$ cat src/rtl/stream_mux_nto1_if.sv
// stream_mux_nto1_if: handshake and data bundle for the N-to-1 stream mux.
// The "slave" modport is the mux itself; "master" is the surrounding logic
// that drives the input channels, the select and the downstream ready.
interface stream_mux_nto1_if #(
    parameter int WIDTH = 64,
    parameter int N     = 4
);
    localparam int SEL_W = $clog2(N);

    logic [N*WIDTH-1:0] in_data;
    logic [N-1:0]       in_valid;
    logic [N-1:0]       in_ready;
    logic [SEL_W-1:0]   sel;
    logic [WIDTH-1:0]   out_data;
    logic [SEL_W-1:0]   out_src;
    logic               out_valid;
    logic               out_ready;

    modport master (
        output in_data, in_valid, sel, out_ready,
        input  in_ready, out_data, out_src, out_valid
    );

    modport slave (
        input  in_data, in_valid, sel, out_ready,
        output in_ready, out_data, out_src, out_valid
    );
endinterface

$ cat src/rtl/stream_mux_nto1.sv
// stream_mux_nto1: N-to-1 valid/ready multiplexer with one registered output
// stage. In the default build the channel is chosen by sel. Defining the
// macro MUX_RR_ARB_EN replaces sel with a round-robin arbiter over the valid
// channels.
module stream_mux_nto1 #(
    parameter int WIDTH = 64,
    parameter int N     = 4
) (
    input  logic                clk,
    input  logic                rst_n,
    stream_mux_nto1_if.slave    bus
);
    localparam int SEL_W = $clog2(N);
    // N widened by one bit so it can be compared against an index without
    // truncation when N is a power of two.
    localparam logic [SEL_W:0] N_EXT = (SEL_W+1)'(N);

    logic             load;
    logic [SEL_W-1:0] g;
    logic             grant_ok;
    logic             xfer;
    logic [WIDTH-1:0] g_data;

    // Stage can take a new word when it is empty or is being drained now.
    assign load = !bus.out_valid || bus.out_ready;

`ifdef MUX_RR_ARB_EN
    logic [SEL_W-1:0] rr_ptr;
    logic [SEL_W:0]   rr_idx;
    logic             unused_sel;

    assign unused_sel = ^bus.sel;

    // Round-robin grant: first valid channel at or after rr_ptr, with wrap.
    // Scanning from the far end lets the nearest candidate win last.
    always_comb begin
        g        = '0;
        grant_ok = 1'b0;
        rr_idx   = '0;
        for (int k = N - 1; k >= 0; k--) begin
            rr_idx = {1'b0, rr_ptr} + (SEL_W+1)'(k);
            if (rr_idx >= N_EXT) rr_idx = rr_idx - N_EXT;
            if (bus.in_valid[rr_idx[SEL_W-1:0]]) begin
                g        = rr_idx[SEL_W-1:0];
                grant_ok = 1'b1;
            end
        end
    end

    // Pointer moves past the channel just served; holds when nothing moves.
    always_ff @(posedge clk or negedge rst_n) begin
        if (!rst_n) begin
            rr_ptr <= '0;
        end else if (xfer) begin
            rr_ptr <= (g == SEL_W'(N - 1)) ? '0 : g + 1'b1;
        end
    end
`else
    // Select-driven grant; an out-of-range sel grants nothing.
    always_comb begin
        g        = bus.sel;
        grant_ok = ({1'b0, bus.sel} < N_EXT);
    end
`endif

    assign xfer = load && grant_ok && bus.in_valid[g];

    // Ready goes only to the granted channel and never looks at in_valid.
    // NOTE: gated by rst_n so in_ready drops the moment reset asserts, not at
    // the next clock edge.
    always_comb begin
        bus.in_ready = '0;
        for (int i = 0; i < N; i++) begin
            if (rst_n && load && grant_ok && (g == SEL_W'(i))) bus.in_ready[i] = 1'b1;
        end
    end

    // Data mux: pick the granted channel's word.
    always_comb begin
        g_data = '0;
        for (int i = 0; i < N; i++) begin
            if (g == SEL_W'(i)) g_data = bus.in_data[i*WIDTH +: WIDTH];
        end
    end

    // Output register: fill on transfer, drain on load without transfer,
    // hold everything while stalled.
    // NOTE: state registers use non-blocking assignments so every register
    // in this block sees pre-edge values regardless of statement order.
    always_ff @(posedge clk or negedge rst_n) begin
        if (!rst_n) begin
            bus.out_valid <= 1'b0;
            bus.out_data  <= '0;
            bus.out_src   <= '0;
        end else if (load) begin
            if (xfer) begin
                bus.out_valid <= 1'b1;
                bus.out_data  <= g_data;
                bus.out_src   <= g;
            end else begin
                bus.out_valid <= 1'b0;
            end
        end
    end
endmodule

$ cat src/flat_wrapper.sv
// flat-port wrapper written by rule: the top's interface ports become plain ports
module stream_mux_nto1_flat 
#(
    parameter int WIDTH = 64,
    parameter int N     = 4
)
  (clk, rst_n, bus_in_data, bus_in_valid, bus_sel, bus_out_ready, bus_in_ready, bus_out_data, bus_out_src, bus_out_valid);
  stream_mux_nto1_if #(.WIDTH(WIDTH), .N(N)) bus_i ();
  input  logic clk;
  input  logic rst_n;
  input wire logic [$bits(bus_i.in_data)-1:0] bus_in_data;
  input wire logic [$bits(bus_i.in_valid)-1:0] bus_in_valid;
  input wire logic [$bits(bus_i.sel)-1:0] bus_sel;
  input wire logic [$bits(bus_i.out_ready)-1:0] bus_out_ready;
  output wire logic [$bits(bus_i.in_ready)-1:0] bus_in_ready;
  output wire logic [$bits(bus_i.out_data)-1:0] bus_out_data;
  output wire logic [$bits(bus_i.out_src)-1:0] bus_out_src;
  output wire logic [$bits(bus_i.out_valid)-1:0] bus_out_valid;
  assign bus_i.in_data = bus_in_data;
  assign bus_i.in_valid = bus_in_valid;
  assign bus_i.sel = bus_sel;
  assign bus_i.out_ready = bus_out_ready;
  assign bus_in_ready = bus_i.in_ready;
  assign bus_out_data = bus_i.out_data;
  assign bus_out_src = bus_i.out_src;
  assign bus_out_valid = bus_i.out_valid;
  stream_mux_nto1 #(.WIDTH(WIDTH), .N(N)) u_core (.clk(clk), .rst_n(rst_n), .bus(bus_i));
endmodule
$ cat config.mk
export PLATFORM = sky130hd
export DESIGN_NAME = stream_mux_nto1_flat
export DESIGN_NICKNAME = d
export VERILOG_FILES = /design/src/rtl/stream_mux_nto1_if.sv /design/src/rtl/stream_mux_nto1.sv /design/src/flat_wrapper.sv
export SDC_FILE = /design/constraint.sdc
export NUM_CORES = 1
export LEC_CHECK = 0
export CAP_MARGIN = 20
export CORE_AREA = 5 5 127 129
export DETAILED_ROUTE_END_ITERATION = 10
export DIE_AREA = 0 0 132 134
export GPL_TIMING_DRIVEN = 1
export PLACE_DENSITY_LB_ADDON = 0.05
export SETUP_SLACK_MARGIN = 0.3
export SYNTH_ARGS = -nofsm -noshare
export SYNTH_HDL_FRONTEND = slang
export SYNTH_SLANG_ARGS = --single-unit
$ cat constraint.sdc
create_clock -name clk -period 1.7 [get_ports clk]
set_input_delay 0.34 -clock clk [delete_from_list [all_inputs] [get_ports clk]]
set_output_delay 0.34 -clock clk [all_outputs]
set_load 0.02 [all_outputs]
==> impl_metrics.tcl <==
set metrics [dict create \
    powerDensity_nw_per_um2 859 \
    synth_ff_type "dfrtp_1" \
    htreeDepth 3 \
    drtIter0Drc 111 \
    cts.clk_slew.worst_paths_ns 0.05 \
    grt.overflow.total 0 \
    arrival_ns 1.98 \
    cp-end-kind "flip-flop" \
    p_leak_nw 3.65 \
    crit_fanout 8 \
    final_cell_mix "256 x clkdlybuf4s50_1, 67 x mux2_4, 67 x dfrtp_1" \
    max_stage_delay_ns 0.32 \
    placed_cell_area_sq_um 7940 \
    finalMaxSlewViolations 0 \
    maxCapViolCount 0 \
    die_y_um 134 \
    worstSetupPathType "primary input to flip-flop" \
    worstSkewPairLatency_ns 0.32 \
    layout.nets 859 \
    synth_warnings 0 \
    gp_congestion 0.803 \
    reg2reg_depth 8 \
    finalCritPeriodShare_pct 104 \
    worst_slack_ns -0.0749 \
    num_vias 3769 \
    ys_seq_area_share_pct 38.4 \
    drc 0 \
    cts_tree "done" \
    violations "setup timing" \
    reg2reg_from "u_core.bus.out_valid$_DFFE_PN0N_" \
    core.rowCount 45 \
    placedCellCount 751 \
    grt_usage_pct 18.3 \
    routed_wl_um 16800 \
    hold_class "primary input to asynchronous set/reset pin" \
    start_util_pct 29.2 \
    clock_sinks 67 \
    ios 336 \
    synthesis.area_sq_um 4360 \
    status "finished, violations left" \
    r2r_setup_slack_ns -0.05 \
    core_area_sq_um 14900 \
    postCtsHoldBufs 0 \
    min_period_ns 1.77 \
    first_pass_iters 4 \
    die_w_um 132 \
    synth-edff-count 0 \
    antenna_found_initial 0 \
    path_cells "buf_4 > mux2_4 > and3b_4 > a31oi_4 > buf_6 > buf_12 > buf_12 > buf_16 > mux2_4" \
    cp-start-kind "primary input" \
    tightest_slew_ns 0.861 \
    post_drt_wl_per_cell_um 21.4 \
    vdd_drop_max_mv 0.461 \
    final_common_cell "clkdlybuf4s50_1" \
    num_antenna_cells 0 \
    syn_avg_cell_area_sq_um 18.5 \
    setup_viol 41 \
    drive_above_1_share_pct 33.8 \
    netlist_instances 236 \
    hpwl_um 13200 \
    grt_pass1_vias 4407 \
    ant_nets 0 \
    numCtsBuffers 9 \
    ys_ff_latch 67 \
    critPathRequiredTime_ns 1.90 \
    relSlewSlack_pct 42.6 \
    stdcell_count 786 \
    io_buffer_count 335 \
    ys_types 21 \
    n_fill_cell 1211 \
    syn_nets 501 \
    cts_max_path_buffers 2 \
    cp_slowest_cell "mux2_4" \
    rsz0062_at_grt "yes" \
    root_buffer "clkbuf_16" \
    grt_pass1_wl_um 25000 \
    final-hold-violation-count 0 \
    max_clock_freq_mhz 563 \
    grt_max_degree 68 \
    final_area_sq_um 8630 \
    syn_to_final_growth_pct 97.8 \
    async_flop_share_pct 100 \
    reg2reg_to "u_core.bus.out_data[38]$_DFFE_PN0P_" \
    dieArea_sq_um 17700 \
    skew_ns 0.00420 \
    viasPerCell 4.80 \
]
-- Yosys cell counts (2+ instances only) --
library cell  instances  area (sq um)
buf_2                 8          40.0
nand3_1               2          10.0
dfrtp_1              67          1680
nor2_1                2          7.51
mux2_4               51           766
clkbuf_1              6          22.5
buf_12                5           100
inv_1                 2          7.51
mux4_2               64          1440
mux2_2               16           180
nor3_1                2          10.0
nand2_1               2          7.51
-- cells by family after synthesis --
| group | share of synthesized area, % |
|---|---|
| mux | 55.0 |
| flops | 38.4 |
| buf+inv | 4.76 |
| simple gates | 1.23 |
| compound gates | 0.602 |
-- worst max-delay path, delay by kind of cell --
family / cells / cell delay (ns)
simple gates: 1 / 0.21
compound gates: 1 / 0.16
buf+inv: 5 / 0.66
mux: 2 / 0.62
-- layer usage --
metal	vias to the layer above	GRT usage, %	wire length, um
li1	1685	-	-
met1	1862	20.0	6100
met2	202	34.0	9130
met3	20	6.15	1300
met4	0	4.57	283
met5	-	0	0
-- registers in the layout, indices dropped and copies added, names as in the netlist --
register and cells:
u_core.bus.out_data 64, u_core.bus.out_src 2, u_core.bus.out_valid 1
-- report_power, final --
| group | switching (W) | internal (W) | leakage (nW) |
|---|---|---|---|
| clock network | 0.000626 | 0.00109 | 0.141 |
| logic | 0.00138 | 0.00204 | 2.72 |
| registers | 0.000248 | 0.00202 | 0.783 |
| total | 0.00225 | 0.00516 | 3.65 |
-- final cells by class --
cell class	instances	area, sq um	area share [%]
Clock buffer	13	270	3.13
Clock inverter	2	10.0	0.116
Inverter	2	7.51	0.0870
Multi-Input combinational cell	144	2590	30.0
Sequential cell	67	1680	19.4
Tap cell	188	235	2.73
Timing Repair Buffer	370	3840	44.5
-- stage by stage --
stage,setup slack [ns],util [%],setup TNS (ns),total power (W),hold slack [ns]
after CTS,-0.0556,57.2,-1.16,0.00743,0.327
after global routing,-0.126,57.8,-4.32,0.00777,0.409
after detailed placement,-0.551,53.2,-35.73,0.00570,0.492
after floorplan,-0.130,-,-6.97,0.00391,0.0444
final,-0.0749,57.8,-2.17,0.00741,0.307
after global placement,-0.525,53.2,-33.48,0.00567,0.491
-- repair_timing --
action	CTS	global route
setup endpoints to repair	136	101
resized for setup	133	46
pin swaps	3	2
cloned	7	1
buffers inserted	11	1
hold endpoints to repair	0	0
-- how the worst max path moves through the flow --
stage,startpoint,endpoint,slack [ns],depth (start not counted)
6_report,bus_sel[1],u_core.bus.out_data[38]$_DFFE_PN0P_,-0.07,9
3_5_place_dp,bus_in_valid[0],u_core.bus.out_data[57]$_DFFE_PN0P_,-0.55,6
2_1_floorplan,bus_sel[1],u_core.bus.out_data[0]$_DFFE_PN0P_,-0.13,7
3_3_place_gp,bus_out_ready,bus_in_ready[1],-0.53,5
4_1_cts,u_core.bus.out_valid$_DFFE_PN0N_,u_core.bus.out_data[47]$_DFFE_PN0P_,-0.06,8
5_1_grt,u_core.bus.out_valid$_DFFE_PN0N_,u_core.bus.out_data[11]$_DFFE_PN0P_,-0.13,8
Note: power is estimated with default switching activity, not from simulation.
